### config.mk
export PLATFORM = sky130hd
export DESIGN_NAME = reduce_pipe
export DESIGN_NICKNAME = d
export VERILOG_FILES = /design/src/rtl/reduce_pipe.sv
export SDC_FILE = /design/constraint.sdc
export NUM_CORES = 1
export LEC_CHECK = 0
export CORE_ASPECT_RATIO = 0.5
export CORE_UTILIZATION = 40
export CTS_BUF_LIST = sky130_fd_sc_hd__clkbuf_16
export DETAILED_ROUTE_END_ITERATION = 12
export PLACE_DENSITY_LB_ADDON = 0.12
export SLEW_MARGIN = 20
export SYNTH_ARGS = -nofsm -noshare
export SYNTH_HDL_FRONTEND = slang
export SYNTH_SLANG_ARGS = --single-unit
### constraint.sdc
create_clock -name clk -period 2.7 [get_ports clk]
set_clock_uncertainty 0.15 [all_clocks]
set_input_delay 0.54 -clock clk [delete_from_list [all_inputs] [get_ports clk]]
set_output_delay 0.54 -clock clk [all_outputs]
set_load 0.005 [all_outputs]
### src/rtl/reduce_pipe.sv
// -----------------------------------------------------------------------------
// reduce_pipe
//   Pipelined bitwise reduction of a WIDTH-bit operand to a single bit.
//   A balanced binary tree of 2-input cells, log2(WIDTH) levels deep, with a
//   register stage behind every level. Each stage carries a valid bit, its
//   partial results, the operand's op and its tag, so results leave in
//   acceptance order, one per cycle, exactly L cycles after acceptance.
//
// Ports
//   clk        rising-edge clock
//   rst_n      asynchronous active-low reset, clears every stage
//   flush      synchronous clear of all stage valid bits
//   in_valid   operand present on in_data / in_op / in_tag
//   in_ready   operand accepted this cycle when in_valid is also high
//   in_data    WIDTH bits to reduce
//   in_op      00 AND, 01 OR, 10 XOR, 11 NAND
//   in_tag     sideband, returned unchanged with the result
//   out_valid  result present on out_data / out_tag
//   out_ready  consumer takes the result this cycle
//   out_data   reduction result
//   out_tag    tag of the operand that produced out_data
// -----------------------------------------------------------------------------
module reduce_pipe #(
  parameter int WIDTH = 32,
  parameter int TAG_W = 4
) (
  input  logic             clk,
  input  logic             rst_n,
  input  logic             flush,
  input  logic             in_valid,
  output logic             in_ready,
  input  logic [WIDTH-1:0] in_data,
  input  logic [1:0]       in_op,
  input  logic [TAG_W-1:0] in_tag,
  output logic             out_valid,
  input  logic             out_ready,
  output logic             out_data,
  output logic [TAG_W-1:0] out_tag
);

  localparam int L  = $clog2(WIDTH);
  // Level k holds WIDTH>>(k+1) bits; all levels packed together need WIDTH-1.
  localparam int PW = WIDTH - 1;

  typedef enum logic [1:0] {
    OP_AND  = 2'b00,
    OP_OR   = 2'b01,
    OP_XOR  = 2'b10,
    OP_NAND = 2'b11
  } op_e;

  logic [L-1:0]     valid_q, valid_d;
  op_e              op_q  [L];
  op_e              op_d  [L];
  logic [TAG_W-1:0] tag_q [L];
  logic [TAG_W-1:0] tag_d [L];
  logic [PW-1:0]    part_q, part_d;

  logic advance;
  logic accept;

  // The whole pipe moves together: only a result held at the output stalls it.
  assign advance  = ~(out_valid & ~out_ready);
  assign in_ready = rst_n & advance & ~flush;
  assign accept   = in_valid & in_ready;

  for (genvar k = 0; k < L; k++) begin : g_stage
    localparam int NO  = WIDTH >> (k + 1);     // cells in this level
    localparam int OFF = WIDTH - (WIDTH >> k); // bit offset inside part_*

    logic [2*NO-1:0]  src;
    logic             src_valid;
    op_e              src_op;
    logic [TAG_W-1:0] src_tag;
    logic [NO-1:0]    even_bits, odd_bits, res;

    if (k == 0) begin : g_first
      assign src       = in_data;
      assign src_valid = accept;
      assign src_op    = op_e'(in_op);
      assign src_tag   = in_tag;
    end else begin : g_next
      assign src       = part_q[(WIDTH - (WIDTH >> (k - 1))) +: (2 * NO)];
      assign src_valid = valid_q[k-1];
      assign src_op    = op_q[k-1];
      assign src_tag   = tag_q[k-1];
    end

    for (genvar i = 0; i < NO; i++) begin : g_pair
      assign even_bits[i] = src[2*i];
      assign odd_bits[i]  = src[2*i+1];
    end

    // NAND shares the AND tree; its inversion happens once, at the output.
    always_comb begin
      // NOTE: the default arm assigns res on every path, so no latch is inferred.
      case (src_op)
        OP_OR:   res = even_bits | odd_bits;
        OP_XOR:  res = even_bits ^ odd_bits;
        default: res = even_bits & odd_bits;
      endcase
    end

    assign part_d[OFF +: NO] = advance ? res : part_q[OFF +: NO];
    // NOTE: flush wins over both stall and acceptance; only valid bits clear,
    // stale data left behind is never observed.
    assign valid_d[k] = flush ? 1'b0 : (advance ? src_valid : valid_q[k]);
    assign op_d[k]    = advance ? src_op  : op_q[k];
    assign tag_d[k]   = advance ? src_tag : tag_q[k];
  end

  // NOTE: state is updated with non-blocking assignments so every stage
  // samples its neighbour's pre-edge value; reset clears datapath registers too
  // so outputs read 0 while rst_n is low.
  always_ff @(posedge clk or negedge rst_n) begin
    if (!rst_n) begin
      valid_q <= '0;
      part_q  <= '0;
      op_q    <= '{default: OP_AND};
      tag_q   <= '{default: '0};
    end else begin
      valid_q <= valid_d;
      part_q  <= part_d;
      op_q    <= op_d;
      tag_q   <= tag_d;
    end
  end

  assign out_valid = valid_q[L-1];
  assign out_tag   = tag_q[L-1];
  assign out_data  = part_q[PW-1] ^ (op_q[L-1] == OP_NAND);

endmodule

== Yosys cells after proc, flatten, opt, wreduce, memory -nomap -nowiden ==
Cells that the tools add are included.

* Multiplexer cells: 15
* Eq/ne operators: 12
* Bitwise logic cells: 23

{| class="wikitable"
|+ Operator list
! operator !! number
|-
| 16-bit one-hot mux with 2 select lines || 1
|-
| 16-bit bitwise AND || 1
|-
| 16-bit bitwise OR || 1
|-
| 8-bit one-hot mux with 2 select lines || 1
|-
| 16-bit XOR || 1
|-
| 2-bit equality test, second input constant || 6
|-
| 2-bit by 1-bit equality test with 1-bit output, second input constant || 5
|-
| 1-bit two-way mux || 10
|-
| 8-bit bitwise AND || 1
|-
| 8-bit bitwise OR || 1
|-
| 4-bit one-hot mux with 2 select lines || 1
|-
| 8-bit XOR || 1
|-
| 1-bit bitwise AND || 5
|-
| 4-bit bitwise AND || 1
|-
| 4-bit bitwise OR || 1
|-
| 2-bit one-hot mux with 2 select lines || 1
|-
| 4-bit XOR || 1
|-
| 1-bit inverter || 3
|-
| 2-bit bitwise AND || 1
|-
| 2-bit != test, second input constant || 1
|-
| 2-bit bitwise OR || 1
|-
| 1-bit one-hot mux with 2 select lines || 1
|-
| 1-bit XOR || 2
|-
| 2-bit XOR || 1
|-
| 1-bit bitwise OR || 1
|}

* Bits of input ports: 43
* Output and inout bits: 7
* Logic and storage cells: 62
* Bits in registers: 66

== Logic depth before layout (Yosys ltp) ==
Gate-level depths: netlist of the first run.

* Depth after elaboration: 8
* Mapped depth: 7
* Gate-level depth less buffers: 5

== Least setup slack after synthesis of the first run ==
No wires, ideal clock.

* Path type: input to output
* Start point: in out_ready
* End point: out in_ready
* Path buffers: 1
* Path slack: 0.900 ns
* Stages on the path: 3
* Data required time: 2.010 ns
* Data arrival time: 1.110 ns
* Cell sequence: and2b_1 buf_4 nor3b_1

* Word-level cells in the longest chain between the ends: 5

{| class="wikitable"
|+ RTL lines
! what !! line !! RTL
|-
| start, declared || 36 || <nowiki>input logic out_ready,</nowiki>
|-
| 1-bit inverter || 63 || <nowiki>assign advance = ~(out_valid & ~out_ready);</nowiki>
|-
| 1-bit bitwise AND || 63 ||
|-
| 1-bit inverter || 63 ||
|-
| 1-bit bitwise AND (2 in series) || 64 || <nowiki>assign in_ready = rst_n & advance & ~flush;</nowiki>
|-
| end, declared || 31 || <nowiki>output logic in_ready,</nowiki>
|}

Every way passes these cells.

== Final worst setup path of the first run ==
Same ends and word-level chain as after synthesis.

==> flow_summary_export.csv, run 1 <==
group,metric,value,unit
sta,setup_viol_count_final,0,
power,post-layout-total-power,3.00,mW
synthesis,post-synth-top-count-cell,"sky130_fd_sc_hd__inv_1",
sta,post_route_setup_tns,0,ns
synthesis,synthAdderAreaFrac,21.2,%
cells_and_area,area.growth.synth_to_final,20.5,%
setup_path,endpoint_type_of_the_worst_setup_path,"primary output",
floorplan,floorplan.rows,26,
placement,gp_congestion,0.731,
power,p_comb_share,18.0,%
grt,first_global_vias,2802,
sta,final_period_util,95.7,%
power,power.leakage,2.62,nW
power,power.share.sequential,38.4,%
synthesis,syn_area,4240,um2
cts,cts.reportedPaths.clkPinSlew,0.05,ns
flow_run,cap_violations,0,
routing,vias_per_cell,4.66,
sta,max_freq,387,MHz
synthesis,synth_top_family_by_area,"adder cells",
cts,cts-buffers-inserted,9,
floorplan,total_die_area,11000,um2
cells_and_area,finish.cell_count_without_fillers,653,
synthesis,synth_sequential_area_ratio,38.9,%
sta,finalMaxSlewViolations,0,
setup_path,crit_fanout,2,
synthesis,yosys.area_share.xor_xnor,0.207,%
synthesis,netlist-cell-type-count,24,
power,switch_pwr,0.760,mW
synthesis,yosys.area.top_type,"sky130_fd_sc_hd__dfrtp_1",
cells_and_area,post_route_cells_drive_above_1_share,7.21,%
synthesis,yosys_warnings,0,
synthesis,synth_fp_nets,578,
floorplan,initial_utilization,41.4,%
status,status,"completed",
synthesis,synth_seq_cells,66,
routing,dr.pass1.iters,4,
floorplan,design.portCount,50,
power,clock_network_fraction_of_design_power,43.5,%
setup_path,arrival,1.90,ns
grt,remaining_global_route_overflow,0,
sta,setup_repair_after_global_routing_missed_its_margin,"no",
routing,remaining_drc_errors,0,
synthesis,synth_async_sr_flop_share,100,%
power,intPower,2.24,mW
floorplan,design.core.area,10200,um2
routing,drt-total-wl,7730,um
grt,maximum_number_of_pins_on_one_net_before_global_route_repair,68,
synthesis,synth-compound-area-share,17.4,%
synthesis,mux_contribution_to_synthesized_area,0,%
synthesis,synth-edff-count,0,
cts,htreeDepth,3,
synthesis,synth_top_cells_by_count,"107 x sky130_fd_sc_hd__inv_1, 79 x sky130_fd_sc_hd__nand2_1, 72 x sky130_fd_sc_hd__ha_1, 66 x sky130_fd_sc_hd__dfrtp_1, 30 x sky130_fd_sc_hd__o22ai_1",
sta,hold_violations,0,
cts,cts-root-buf,"sky130_fd_sc_hd__clkbuf_16",
floorplan,fp.dieW,148,um
synthesis,area_fraction_in_and_or_nand_and_nor_cells_after_synthesis,7.97,%
synthesis,synth_top_flop_cell,"sky130_fd_sc_hd__dfrtp_1",
cts,clkSinkCount,66,
sta,slew_hr,43.2,%
hold_path,min_path_type,"flop to flop",
synthesis,post_synth_main_area_contributors,"sky130_fd_sc_hd__dfrtp_1 39%, sky130_fd_sc_hd__ha_1 21%, sky130_fd_sc_hd__inv_1 9.5%, sky130_fd_sc_hd__nand2_1 7.0%, sky130_fd_sc_hd__a221oi_1 5.8%",
routing,route.detailed.wl_per_inst,11.8,um
cells_and_area,finish.utilization,49.9,%
cts,latest_clock_arrival_within_the_worst_skew_pair,0.33,ns
synthesis,syn_inst,463,
cts,cts_hold_repair.buffers,0,
sta,max_slew.worst_pin.slew,0.852,ns
placement,detailedPlacementHpwl,5360,um
power,power.share.switching,25.3,%
cells_and_area,antenna-diode-count,0,
grt,globalRouteTotalUtil,15.5,%
power,powerDensity,588,nW/um2
routing,detailedRoute.firstIterationViolations,108,
cells_and_area,finish.net_count,623,
setup_path,required,2.01,ns
placement,place.port_buffers,49,
routing,via_count,3044,
sta,final_period_minus_worst_setup_slack,2.59,ns
sta,worst_hold_slack,0.310,ns
synthesis,yosysTopAreaCellShare,38.9,%
setup_path,timing_worst_setup_path_type,"input pin to primary output",
routing,routed_antenna_nets,0,
cts,clockBufferDepth,2,
power,irDropWorstVdd,0.248,mV
placement,placed_cells,637,
grt,grt_pass1_wl,13100,um
grt,antenna_violations_before_repair,0,
floorplan,die_y,74.8,um
setup_path,crit_path_start_kind,"input pin",
synthesis,post_synth.cell_area_avg,9.16,um2
cts,cts_tree,"yes",
-- placed cells by master, fill, tap and decap left out, types with 3 or more instances in the layout --
cell type                         instances
sky130_fd_sc_hd__inv_1                  108
sky130_fd_sc_hd__nand2_1                 79
sky130_fd_sc_hd__ha_1                    72
sky130_fd_sc_hd__dfrtp_1                 66
sky130_fd_sc_hd__clkdlybuf4s50_1         48
sky130_fd_sc_hd__o22ai_1                 30
sky130_fd_sc_hd__o21ai_0                 28
sky130_fd_sc_hd__a221oi_1                28
sky130_fd_sc_hd__clkbuf_16                9
sky130_fd_sc_hd__buf_4                    9
sky130_fd_sc_hd__o21ai_2                  8
sky130_fd_sc_hd__o21ai_1                  6
sky130_fd_sc_hd__a21oi_1                  4
sky130_fd_sc_hd__a221oi_2                 3
sky130_fd_sc_hd__bufinv_16                3
-- registers in the layout, indices dropped and copies added, names as in the netlist --
register,cells
g_stage.src_tag,16
g_stage.src_op,8
out_tag,4
part_q,31
valid_q,5
op_q,2
-- worst max-delay path: stages --
cell and delay (ns):
sky130_fd_sc_hd__clkdlybuf4s50_1 0.47, sky130_fd_sc_hd__and2b_1 0.20, sky130_fd_sc_hd__nor3b_2 0.17, sky130_fd_sc_hd__clkdlybuf4s50_1 0.52
-- per-stage QoR --
stage               instance area, um2  worst slack, ns
detailed placement                4770           0.0374
CTS                               5100           0.0374
finish                            5110            0.115
global route                      5110           0.0442
global placement                  4770           0.0622
floorplan                         4240            0.900
-- per-layer routing --
| metal | vias to the layer above | track usage (%) | share of wire, % |
|---|---|---|---|
| li1 | 1609 | - | - |
| met1 | 1385 | 19.6 | 50 |
| met2 | 41 | 25.4 | 45 |
| met3 | 9 | 5.09 | 3.5 |
| met4 | 0 | 5.50 | 1.3 |
| met5 | - | 0 | 0 |
-- what timing repair did --
| item | in CTS | in global routing |
|---|---|---|
| setup endpoints to repair | 0 | 1 |
| gates resized for setup | 0 | 1 |
| setup buffers | 0 | 0 |
| hold endpoints to repair | 0 | 0 |
-- power groups by stage --
stage          logic, mW  clock network [mW]  registers, mW
2_1_floorplan      0.356                   0           1.16
3_3_place_gp       0.538                   0           1.17
3_5_place_dp       0.545                   0           1.17
4_1_cts            0.552                1.35           1.15
5_1_grt            0.634                1.39           1.17
6_report           0.542                1.31           1.15
-- final cells by class --
type	count	area, um2
clock buffer	9	225
clock inverter	7	109
fill	990	5140
inverter	108	405
multi-input combinational	265	1990
sequential	66	1650
tap	140	175
timing repair buffer	58	553
-- worst paths after layout --
kind | cells past startpoint | to | start | slack (ns)
min | 2 | out_tag[1] | out_tag[1] | 0.31
max in group asynchronous | 2 | part_q[14] | rst_n | 1.51
min reg2reg | 2 | out_tag[1] | out_tag[1] | 0.31
min in group asynchronous | 2 | out_tag[3] | rst_n | 0.32
max reg2reg | 5 | part_q[17] | g_stage[1].src_op[0] | 0.95
max | 4 | in_ready | out_ready | 0.11
-- logic make-up (layout without fill, tap and decap cells) --
group                    count (synthesis)  after routing
buffers and inverters                  132            182
adder cells (fa/ha/maj)                 72             72
AND/OR/NAND/NOR                         85             85
XOR/XNOR                                 1              1
AO/OA/AOI/OAI                          107            107
flip-flops                              66             66
Note: power is estimated with default switching activity, not from simulation.
==> inputs of run 2 (changes only) <==
--- a/config.mk
+++ b/config.mk
@@ -5,12 +5,11 @@
 export SDC_FILE = /design/constraint.sdc
 export NUM_CORES = 1
 export LEC_CHECK = 0
+export ABC_AREA = 1
 export CORE_ASPECT_RATIO = 0.5
 export CORE_UTILIZATION = 40
 export CTS_BUF_LIST = sky130_fd_sc_hd__clkbuf_16
 export DETAILED_ROUTE_END_ITERATION = 12
-export PLACE_DENSITY_LB_ADDON = 0.12
-export SLEW_MARGIN = 20
 export SYNTH_ARGS = -nofsm -noshare
 export SYNTH_HDL_FRONTEND = slang
 export SYNTH_SLANG_ARGS = --single-unit
==> run 2 against run 1 <==
Combinational power rose by 12%. Total power barely moved. Clock power fell by 8%. Die area rose by 11%. Global-route usage rose by 0.42 points. Wire length rose by 13%. First-iteration DRC count rose by 130%. Cell count rose by 36%. Final area rose by 10%. Area after synthesis rose by 11%. Sequential share of layout area fell by 3.0 points.
==> flow_summary_export.csv, run 2 <==
group,metric,value,unit
status,status,"completed",
sta,finalMaxSlewViolations,0,
cells_and_area,multi_input_area,2280,um2
synthesis,post-synth-top-count-cell,"sky130_fd_sc_hd__nand2_1",
grt,antenna_violations_before_repair,0,
cells_and_area,layout.area.seq,1650,um2
synthesis,synth_fp_nets,796,
cts,cts_repair_resize_count,0,
grt,first_global_vias,3498,
synthesis,syn_inst,681,
setup_path,endpoint_type_of_the_worst_setup_path,"primary output",
cts,cts_hold_repair.buffers,0,
sta,setup_repair_after_global_routing_missed_its_margin,"no",
cells_and_area,layout.cells.most_common_list,"294 x sky130_fd_sc_hd__nand2_1, 163 x sky130_fd_sc_hd__inv_1, 72 x sky130_fd_sc_hd__ha_1, 66 x sky130_fd_sc_hd__dfrtp_1, 48 x sky130_fd_sc_hd__clkdlybuf4s50_1",
cells_and_area,finish.utilization,50.0,%
cts,cts-buffers-inserted,9,
sta,timing.final.ws_setup,0.242,ns
sta,max_freq,407,MHz
cells_and_area,filler_cell_count,1142,
cells_and_area,register_name_with_the_most_flops,"part_q",
placement,dp_worst_setup_slack,0.202,ns
floorplan,design.portCount,50,
grt,globalRouteTotalUtil,15.9,%
setup_path,cell_chain_critical_path,"clkdlybuf4s50_1 -> nor2_4 -> nor2_1 -> clkdlybuf4s50_1",
routing,detailedRoute.firstIterationViolations,253,
cts,cts-root-buf,"sky130_fd_sc_hd__clkbuf_16",
placement,placed_area,5320,um2
placement,detailedPlacementHpwl,5920,um
cts,cts_setup_buffers,0,
setup_path,r2r_end,"part_q[19]",
hold_path,min_delay_path_depth,2,
grt,maximum_number_of_pins_on_one_net_before_global_route_repair,71,
setup_path,crit_path_start_kind,"input pin",
routing,vias_per_cell,4.18,
setup_path,cp_num_buf_inv,2,
routing,drt-total-wl,8720,um
setup_path,critical_path.slowest_cell,"sky130_fd_sc_hd__clkdlybuf4s50_1",
sta,final_period_util,91.0,%
synthesis,yosysTopAreaCellShare,34.9,%
sta,max_slew.worst_pin.slew,0.847,ns
cells_and_area,antenna-diode-count,0,
placement,place.port_buffers,49,
synthesis,synth_sequential_area_ratio,34.9,%
floorplan,design.core.area,11200,um2
hold_path,holdCritStartpoint,"out_tag[2]",
floorplan,total_die_area,12300,um2
synthesis,yosys_warnings,0,
synthesis,synth_top_cells_by_count,"294 x sky130_fd_sc_hd__nand2_1, 161 x sky130_fd_sc_hd__inv_1, 72 x sky130_fd_sc_hd__ha_1, 66 x sky130_fd_sc_hd__dfrtp_1, 38 x sky130_fd_sc_hd__nand3_1",
cells_and_area,area.growth.synth_to_final,19.1,%
synthesis,syn_area,4730,um2
floorplan,floorplan.rows,27,
cells_and_area,finish.cell_count_without_fillers,887,
placement,gp_congestion,0.716,
sta,post_route_setup_tns,0,ns
cells_and_area,flip_flop_count_of_the_largest_register_all_copies_and_words_added,31,
setup_path,critPathMostFrequentCell,"sky130_fd_sc_hd__clkdlybuf4s50_1",
floorplan,die_y,78.9,um
setup_path,critPathTopFamily,"buffers and inverters",
routing,routed_antenna_nets,0,
synthesis,post_synth.cell_area_avg,6.94,um2
cells_and_area,design_area,5630,um2
setup_path,cp_slowest_stage_delay,0.52,ns
power,power.leakage,3.34,nW
cts,htreeDepth,3,
hold_path,worstHoldEndpoint,"out_tag[2]",
synthesis,post_synth_main_area_contributors,"sky130_fd_sc_hd__dfrtp_1 35%, sky130_fd_sc_hd__nand2_1 23%, sky130_fd_sc_hd__ha_1 19%, sky130_fd_sc_hd__inv_1 13%, sky130_fd_sc_hd__nand3_1 4.0%",
setup_path,timing_worst_setup_path_type,"input pin to primary output",
sta,hold_violations,0,
cells_and_area,post_route_cells_drive_above_1_share,3.16,%
synthesis,synth_async_sr_flop_share,100,%
cts,latest_clock_arrival_within_the_worst_skew_pair,0.33,ns
routing,via_count,3705,
setup_path,crit_fanout,2,
synthesis,synth-edff-count,0,
power,powerDensity,533,nW/um2
routing,route.detailed.wl_per_inst,9.83,um
sta,setup_viol_count_final,0,
routing,dr.pass1.iters,4,
cts,cts_tree,"yes",
grt,remaining_global_route_overflow,0,
sta,slew_hr,43.5,%
placement,placed_cells,871,
synthesis,synth_top_flop_cell,"sky130_fd_sc_hd__dfrtp_1",
setup_path,required,2.01,ns
setup_path,rrSetupSlack,1.02,ns
setup_path,arrival,1.77,ns
setup_path,number_of_cells_on_the_worst_reg_to_reg_path,6,
sta,final_period_minus_worst_setup_slack,2.46,ns
floorplan,initial_utilization,42.0,%
synthesis,yosys.area.top_type,"sky130_fd_sc_hd__dfrtp_1",
synthesis,synth_seq_cells,66,
cts,clkSinkCount,66,
routing,remaining_drc_errors,0,
hold_path,min_path_type,"flop to flop",
floorplan,fp.dieW,156,um
power,post-layout-total-power,3.00,mW
synthesis,netlist-cell-type-count,18,
setup_path,worst_r2r_startpoint,"g_stage[1].src_op[0]",
cells_and_area,finish.net_count,838,
cts,clockBufferDepth,2,
power,irDropWorstVdd,0.290,mV
sta,worst_hold_slack,0.318,ns
cts,cts.reportedPaths.clkPinSlew,0.05,ns
cells_and_area,layout.cells.most_common,"sky130_fd_sc_hd__nand2_1",
flow_run,cap_violations,0,
grt,grt_pass1_wl,15500,um
[run 2: cell count changes in the layout (fill, tap and decap cells not counted), moves of 3 or more]
cell	change
sky130_fd_sc_hd__a21oi_1	-4
sky130_fd_sc_hd__a221oi_1	-28
sky130_fd_sc_hd__a221oi_2	-3
sky130_fd_sc_hd__buf_4	-5
sky130_fd_sc_hd__clkinv_1	+9
sky130_fd_sc_hd__inv_1	+55
sky130_fd_sc_hd__nand2_1	+215
sky130_fd_sc_hd__nand3_1	+37
sky130_fd_sc_hd__o21ai_0	-18
sky130_fd_sc_hd__o21ai_1	-6
sky130_fd_sc_hd__o21ai_2	-8
sky130_fd_sc_hd__o22ai_1	-30
[run 2: final cells by class]
| cell class | count | share of cell area (%) |
|---|---|---|
| Timing Repair Buffer | 54 | 9.51 |
| Clock buffer | 9 | 4.00 |
| Multi-Input combinational cell | 419 | 40.5 |
| Tap cell | 159 | 3.53 |
| Inverter | 173 | 11.5 |
| Clock inverter | 7 | 1.53 |
| Sequential cell | 66 | 29.3 |
[run 2: worst max-delay path by stage]
| stage | from | endpoint | slack (ns) | depth (start not counted) |
|---|---|---|---|---|
| CTS | out_ready | in_ready | 0.24 | 4 |
| global route | out_ready | in_ready | 0.20 | 4 |
| finish | out_ready | in_ready | 0.24 | 4 |
| global placement | out_ready | in_ready | 0.25 | 4 |
| detailed placement | in_op[0] | part_q[0] | 0.20 | 7 |
| floorplan | in_op[0] | part_q[0] | 1.04 | 8 |
[run 2: cells by family after synthesis]
kind of cell             share of synthesized area, %
AND/OR/NAND/NOR                                  27.8
adder cells (fa/ha/maj)                          19.1
AO/OA/AOI/OAI                                    1.22
XOR/XNOR                                        0.185
flip-flops                                       34.9
buffers and inverters                            16.8
[run 2: where the power goes]
group	internal (mW)	total [mW]	switching [mW]	leakage [nW]
sequential	1.10	1.18	0.0820	0.799
combinational	0.275	0.607	0.332	2.39
clock	0.797	1.21	0.417	0.152
total	2.17	3.00	0.831	3.34
[run 2: per-layer routing]
layer / global-route usage (%) / vias to the layer above / wire [um]
met5: 0 / - / 0
met4: 5.00 / 0 / 108
met3: 3.93 / 12 / 353
met2: 27.2 / 56 / 3920
met1: 20.0 / 1604 / 4340
li1: - / 2033 / -
[run 2: worst min-delay path, stage by stage, from the launching register on]
cell	delay, ns
sky130_fd_sc_hd__dfrtp_1	0.34
sky130_fd_sc_hd__nand2_1	0.05
sky130_fd_sc_hd__nand2_1	0.05
==> inputs of run 3 (changes only) <==
--- a/config.mk
+++ b/config.mk
@@ -6,10 +6,11 @@
 export NUM_CORES = 1
 export LEC_CHECK = 0
 export ABC_AREA = 1
-export CORE_ASPECT_RATIO = 0.5
 export CORE_UTILIZATION = 40
 export CTS_BUF_LIST = sky130_fd_sc_hd__clkbuf_16
 export DETAILED_ROUTE_END_ITERATION = 12
+export SETUP_SLACK_MARGIN = 0.15
 export SYNTH_ARGS = -nofsm -noshare
 export SYNTH_HDL_FRONTEND = slang
 export SYNTH_SLANG_ARGS = --single-unit
+export TNS_END_PERCENT = 5
==> run 3 against run 2 <==
Combinational power shrank 1%. Utilization is 1.2 points lower. Largest power group is now sequential cells. Sequential share of layout area is 0.14 points higher.
==> flow_summary_export.csv, run 3 (synthesized netlist as in run 2, its figures left out) <==
group,metric,value,unit
status,status,"completed",
setup_path,number_of_cells_on_the_worst_reg_to_reg_path,6,
floorplan,floorplan.rows,39,
routing,detailedRoute.firstIterationViolations,135,
power,powerDensity,515,nW/um2
cts,clkSinkCount,66,
sta,setup_repair_after_global_routing_missed_its_margin,"no",
cts,latest_clock_arrival_within_the_worst_skew_pair,0.32,ns
power,power.leakage,3.33,nW
floorplan,total_die_area,12300,um2
cts,htreeDepth,3,
routing,drt-total-wl,8180,um
cells_and_area,register_name_with_the_most_flops,"part_q",
setup_path,r2r_end,"part_q[16]",
cells_and_area,filler_cell_count,1154,
cts,cts_setup_buffers,0,
sta,hold_violations,0,
cts,cts-buffers-inserted,9,
power,irDropWorstVdd,0.385,mV
routing,wirelength_met1,3800,um
sta,worst_hold_slack,0.273,ns
cells_and_area,layout.cells.most_common_list,"294 x sky130_fd_sc_hd__nand2_1, 161 x sky130_fd_sc_hd__inv_1, 72 x sky130_fd_sc_hd__ha_1, 66 x sky130_fd_sc_hd__dfrtp_1, 48 x sky130_fd_sc_hd__clkdlybuf4s50_1",
grt,grt_pass1_wl,14900,um
floorplan,initial_utilization,41.2,%
hold_path,min_path_type,"input pin to async pin",
flow_run,cap_violations,0,
floorplan,die_y,111,um
routing,routed-wl-met2,4050,um
floorplan,design.portCount,50,
routing,routed_antenna_nets,0,
setup_path,endpoint_type_of_the_worst_setup_path,"primary output",
routing,via_count,3701,
setup_path,crit_fanout,2,
cts,cts_hold_repair.buffers,0,
cts,cts.reportedPaths.clkPinSlew,0.05,ns
cells_and_area,finish.net_count,839,
cells_and_area,layout.cells.most_common,"sky130_fd_sc_hd__nand2_1",
routing,topRoutingLayerUsed,"met4",
sta,setup_viol_count_final,0,
floorplan,design.core.area,11500,um2
cells_and_area,post_route_cells_drive_above_1_share,3.43,%
cts,cts_tree,"yes",
sta,max_slew.worst_pin.slew,0.816,ns
cts,clockBufferDepth,2,
placement,placed_area,5320,um2
placement,gp_congestion,0.730,
grt,first_global_vias,3597,
setup_path,required,2.01,ns
sta,finalMaxSlewViolations,0,
setup_path,timing_worst_setup_path_type,"input pin to primary output",
routing,dr.pass1.iters,5,
cells_and_area,antenna-diode-count,0,
grt,globalRouteTotalUtil,14.5,%
sta,final_period_util,90.5,%
floorplan,fp.dieW,111,um
routing,met3_wirelength,205,um
sta,max_freq,409,MHz
setup_path,rrSetupSlack,1.03,ns
routing,vias_per_cell,4.25,
setup_path,crit_path_start_kind,"input pin",
sta,timing.final.ws_setup,0.255,ns
sta,slew_hr,45.6,%
routing,remaining_drc_errors,0,
placement,detailedPlacementHpwl,5980,um
cells_and_area,area.growth.synth_to_final,18.5,%
grt,antenna_violations_before_repair,0,
sta,post_route_setup_tns,0,ns
placement,place.port_buffers,49,
power,post-layout-total-power,2.88,mW
setup_path,arrival,1.75,ns
grt,maximum_number_of_pins_on_one_net_before_global_route_repair,67,
cts,cts-root-buf,"sky130_fd_sc_hd__clkbuf_16",
setup_path,worst_r2r_startpoint,"g_stage[1].src_op[0]",
cts,cts_repair_resize_count,0,
grt,remaining_global_route_overflow,0,
cells_and_area,flip_flop_count_of_the_largest_register_all_copies_and_words_added,31,
routing,route.detailed.wl_per_inst,9.40,um
sta,final_period_minus_worst_setup_slack,2.44,ns
cells_and_area,design_area,5600,um2
placement,dp_worst_setup_slack,0.234,ns
[run 3: layout make-up]
type,instances,area [um2],share of cell area (%)
clock inverters,6,58.8,1.05
clock buffers,9,225,4.02
repair buffers,55,556,9.92
well taps,143,179,3.19
inverters,173,649,11.6
flip-flops and latches,66,1650,29.5
multi-input cells,419,2280,40.7
[run 3: routing by layer]
layer	up-vias	global-route usage, %
li1	2033	-
met1	1609	16.6
met2	47	26.7
met3	12	2.52
met4	0	5.60
met5	-	0
[run 3: per-stage QoR]
step                cells  util (%)
floorplan             681         -
global placement      856      46.4
detailed placement    856      46.4
CTS                   871      48.8
global route          871      48.8
finish                871      48.8
[run 3: report_power, final]
| group | switching [mW] | internal (mW) | total [mW] |
|---|---|---|---|
| clock | 0.405 | 0.701 | 1.11 |
| sequential | 0.0791 | 1.10 | 1.18 |
| combinational | 0.326 | 0.275 | 0.601 |
[run 3: how the worst max path moves through the flow]
stage / from / end / slack (ns) / depth (start not counted)
2_1_floorplan: in_op[0] / part_q[0] / 1.04 / 8
3_3_place_gp: flush / in_ready / 0.26 / 5
3_5_place_dp: flush / in_ready / 0.23 / 5
4_1_cts: flush / in_ready / 0.22 / 5
5_1_grt: flush / in_ready / 0.20 / 5
6_report: out_ready / in_ready / 0.26 / 4
[run 3: worst max-delay path: stages]
cell,delay [ns]
sky130_fd_sc_hd__clkdlybuf4s50_1,0.52
sky130_fd_sc_hd__nor2_4,0.05
sky130_fd_sc_hd__nor2_1,0.12
sky130_fd_sc_hd__clkdlybuf4s50_1,0.52
